[config.mk]
export PLATFORM = sky130hd
export DESIGN_NAME = encoder_scan_n_to_log2n
export DESIGN_NICKNAME = d
export VERILOG_FILES = /design/src/rtl/encoder_scan_n_to_log2n.sv
export SDC_FILE = /design/constraint.sdc
export NUM_CORES = 1
export LEC_CHECK = 0
export CAP_MARGIN = 10
export CORE_MARGIN = 1
export CORE_UTILIZATION = 55
export CTS_BUF_LIST = sky130_fd_sc_hd__clkbuf_8
export DETAILED_ROUTE_END_ITERATION = 10
export PLACE_DENSITY = 0.79
export SLEW_MARGIN = 20
export SYNTH_ARGS = -nofsm -noshare
export SYNTH_HDL_FRONTEND = slang
export SYNTH_SLANG_ARGS = --single-unit
[constraint.sdc]
create_clock -name clk -period 5.16 [get_ports clk]
set_input_delay 0.774 -clock clk [delete_from_list [all_inputs] [get_ports clk]]
set_output_delay 0.774 -clock clk [all_outputs]
set_load 0.05 [all_outputs]
[src/rtl/encoder_scan_n_to_log2n.sv]
// Serialising priority encoder: captures an N-bit request vector and emits the index
// of every set line, one beat per handshake, in priority order.
module encoder_scan_n_to_log2n #(
  parameter int N_LINES   = 8,
  parameter int OUT_WIDTH = $clog2(N_LINES),
  parameter bit LSB_FIRST = 1'b0
) (
  input  logic                 clk,
  input  logic                 rst,
  input  logic [N_LINES-1:0]   in_lines,
  input  logic                 in_valid,
  output logic                 in_ready,
  output logic [OUT_WIDTH-1:0] out_index,
  output logic                 out_valid,
  input  logic                 out_ready,
  output logic                 out_last,
  output logic                 out_none
);

  typedef enum logic [0:0] {
    IDLE = 1'b0,
    SCAN = 1'b1
  } state_t;

  state_t                 state_r;
  logic [N_LINES-1:0]     pending_r;
  logic                   zero_flag_r;
  logic                   out_valid_r;
  logic [OUT_WIDTH-1:0]   out_index_r;
  logic                   out_last_r;
  logic [N_LINES-1:0]     remain_s;

  // Index of the priority set bit; 0 for an empty vector.
  function automatic logic [OUT_WIDTH-1:0] pick_index(input logic [N_LINES-1:0] vec);
    logic [OUT_WIDTH-1:0] idx;
    idx = '0;
    for (int i = 0; i < N_LINES; i++) begin
      if (LSB_FIRST) begin
        idx = vec[N_LINES-1-i] ? OUT_WIDTH'(N_LINES-1-i) : idx;
      end else begin
        idx = vec[i] ? OUT_WIDTH'(i) : idx;
      end
    end
    return idx;
  endfunction

  function automatic logic single_bit(input logic [N_LINES-1:0] vec);
    return (vec != '0) && ((vec & (vec - N_LINES'(1))) == '0);
  endfunction

  // Pending set once the current beat's line is retired.
  assign remain_s = pending_r & ~(N_LINES'(1) << out_index_r);

  assign in_ready  = (state_r == IDLE) && !rst;
  assign out_valid = out_valid_r;
  assign out_index = out_index_r;
  assign out_last  = out_last_r;
  assign out_none  = zero_flag_r;

  // Capture/scan state machine; beat outputs are precomputed one edge ahead.
  always_ff @(posedge clk) begin
    if (rst) begin
      state_r     <= IDLE;
      pending_r   <= '0;
      zero_flag_r <= 1'b0;
      out_valid_r <= 1'b0;
      out_index_r <= '0;
      out_last_r  <= 1'b0;
    end else begin
      case (state_r)
        IDLE: begin
          if (in_valid) begin
            state_r     <= SCAN;
            pending_r   <= in_lines;
            zero_flag_r <= (in_lines == '0);
            out_valid_r <= 1'b1;
            out_index_r <= pick_index(in_lines);
            out_last_r  <= (in_lines == '0) || single_bit(in_lines);
          end else begin
            state_r     <= IDLE;
            out_valid_r <= 1'b0;
          end
        end
        SCAN: begin
          if (out_ready) begin
            if (out_last_r) begin
              state_r     <= IDLE;
              pending_r   <= '0;
              zero_flag_r <= 1'b0;
              out_valid_r <= 1'b0;
              out_index_r <= '0;
              out_last_r  <= 1'b0;
            end else begin
              pending_r   <= remain_s;
              out_index_r <= pick_index(remain_s);
              out_last_r  <= single_bit(remain_s);
            end
          end else begin
            state_r     <= SCAN;
          end
        end
        default: begin
          state_r     <= IDLE;
          pending_r   <= '0;
          zero_flag_r <= 1'b0;
          out_valid_r <= 1'b0;
          out_index_r <= '0;
          out_last_r  <= 1'b0;
        end
      endcase
    end
  end

endmodule

==> results.py <==
metrics = {
    "outcome": {
        "outcome": "finished, final reports clean",
    },
    "power": {
        "p_comb_share_pct": 33.1,
        "p_total_uw": 372,
        "powerDensity_nw_per_um2": 274,
        "switchingPower_uw": 137,
        "swShare_pct": 36.9,
        "clock_power_share_pct": 25.7,
        "p_seq_share_pct": 41.2,
        "p_leak_nw": 0.463,
        "ir_worst_vdd_uv": 198,
        "p_int_uw": 235,
    },
    "layout": {
        "stdcell_area_um2": 1360,
        "nNetsFinal": 178,
        "antenna_cells": 0,
        "syn_to_final_growth_pct": 16.9,
        "final_cell_mix": "18 x nor2_1, 18 x clkdlybuf4s50_1, 15 x dfxtp_1",
        "layout.cells.non_filler": 192,
        "drive_gt1_share_pct": 4.24,
    },
    "sta": {
        "drv_slew": 0,
        "finalHoldViolCount": 0,
        "grt_setup_unrepaired": "false",
        "slew_headroom_pct": 51.7,
        "fin_crit_ps": 3250,
        "setup_viol": 0,
        "min_period_over_period_pct": 62.9,
        "worst_slack_ps": 1910,
        "fin_worst_skew_ps": 10.4,
        "tightest_slew_ps": 723,
        "clock.fmax_ghz": 0.308,
        "fin_setup_tns_ps": 0,
    },
    "floorplan": {
        "chipWidth_um": 47.9,
        "initial_core_util_pct": 58.6,
        "die_h_um": 47.9,
        "io_pins": 19,
        "core_um2": 1980,
        "rows": 16,
        "dieArea_um2": 2300,
    },
    "place": {
        "place.gp.congestion": 0.804,
        "post-place-ws_ps": 1920,
        "hpwl_mm": 2.05,
        "dp.cells": 188,
        "port_buffers": 18,
        "placed_area_um2": 1310,
    },
    "cts": {
        "insertion_delay_ps": 250,
        "clk_path_buf_depth": 2,
        "cts_sinks": 15,
        "path_clk_slew_ps": 70,
        "htree_levels": 1,
        "postCtsSetupRepairBufs": 0,
        "cts_resized": 0,
        "hold_buffers": 0,
        "cts_tree": "yes",
        "numCtsBuffers": 3,
        "root_buffer": "clkbuf_8",
    },
    "drt": {
        "drtIter0Drc": 64,
        "vias_per_cell": 6.43,
        "drtPass1Iterations": 5,
        "drc": 0,
        "wl_mm": 2.87,
        "num_vias": 1235,
        "wire_per_inst_um": 14.9,
        "ant_nets": 0,
    },
    "logic_synthesis": {
        "synth_fp_nets": 168,
        "synth_edf_count": 0,
        "yosysTopAreaCell": "dfxtp_1",
        "avgSynthCellArea_um2": 7.44,
        "synth_cell_types": 44,
        "synthCells": 156,
        "synth-async-reset-ratio_pct": 0,
        "yosysWarnings": 0,
        "synth_top_area_share_pct": 25.9,
        "seq_area_frac_synth_pct": 25.9,
        "ys_top_cells_by_area": "dfxtp_1 26%, a21oi_1 6.0%, nor2_1 5.8%",
        "netlist_area_um2": 1160,
        "ys.flop_type": "dfxtp_1",
        "yosys_register_bits": 15,
    },
    "setup_path": {
        "end_kind": "primary output",
        "crit_type": "input pin to primary output",
        "arrival_ps": 2470,
        "worstPathRequired_ps": 4390,
        "cp-start-kind": "input pin",
        "crit_fanout": 16,
    },
    "grt": {
        "antenna_found_initial": 0,
        "grt_pass1_vias": 956,
        "grt_max_degree": 22,
        "grt_usage_pct": 27.5,
        "grt_first_pass_wirelength_mm": 4.41,
        "grt_remaining_overflow": 0,
    },
    "run": {
        "cap_violations": 0,
    },
    "worst_hold_path": {
        "hp-class": "flip-flop to flip-flop",
    },
}
## worst max-delay path: stages
cell,delay (ps)
clkdlybuf4s50_1,690
nor2_1,190
clkdlybuf4s50_1,820
## logic make-up after synthesis
kind of cell    share of synthesized area [%]
buf+inv                                  6.79
simple gates                             26.7
mux                                      3.12
flops                                    25.9
xor+xnor                                0.754
compound gates                           35.0
fa+ha+maj                                1.72
## sequential cells by signal (all words and copies together), names as in the netlist
register	count
out_none	1
out_last	1
state_r	1
out_valid	1
out_index	3
pending_r	8
## power by group through the flow
stage	sequential [mW]	clock, mW	combinational, mW
5_1_grt	0.156	0.103	0.135
4_1_cts	0.152	0.0964	0.123
6_report	0.154	0.0955	0.123
2_1_floorplan	0.154	0	0.0875
3_3_place_gp	0.154	0	0.120
3_5_place_dp	0.155	0	0.122
## per-layer routing
layer  track usage, %  routed length [um]  up-vias
met5                0                   0        -
met4             8.33                  26        0
met3             3.40                 222        4
met2             42.7                1280       65
met1             39.5                1340      564
li1                 -                   -      602
## path summary, 6_finish.rpt
| kind | endpoint | depth (start not counted) | startpoint | slack, ps |
|---|---|---|---|---|
| min | out_valid$_SDFFE_PP0P_ | 1 | out_valid$_SDFFE_PP0P_ | 470 |
| max reg2reg | out_last$_SDFFE_PP0P_ | 5 | out_index[0]$_SDFFE_PP0P_ | 2950 |
| max | in_ready | 3 | rst | 1910 |
| min reg2reg | out_valid$_SDFFE_PP0P_ | 1 | out_valid$_SDFFE_PP0P_ | 470 |
## synthesized netlist by cell type (2+ instances only)
master    count
a311oi_1      3
buf_2         6
nand3_1       2
o211ai_1      3
or3_1         4
o21bai_1      2
inv_1         4
o21ai_0       9
nand3b_1      3
o221ai_1      4
a221oi_1      3
clkbuf_1      6
maj3_1        2
a21o_1        2
or4_1         2
and2_1        2
nand2_1       9
nor3_1        3
a21oi_1      14
nand2b_1      7
o21a_1        4
dfxtp_1      15
a211oi_1      3
nor2b_1       5
a22oi_1       3
nor2_1       18
## through the flow
stage,util [%],hold slack [ps]
after floorplan,-,498
after global placement,66.2,450
after detailed placement,66.2,460
after CTS,68.5,476
after global routing,68.5,495
final,68.5,473
## layout make-up
cell class	count	area [um^2]
clock inverters	1	5.00
clock buffers	3	41.3
flip-flops and latches	15	300
multi-input cells	124	782
inverters	4	15.0
repair buffers	18	180
well taps	27	33.8
fillers	177	624
(Power assumes the default switching activity.)
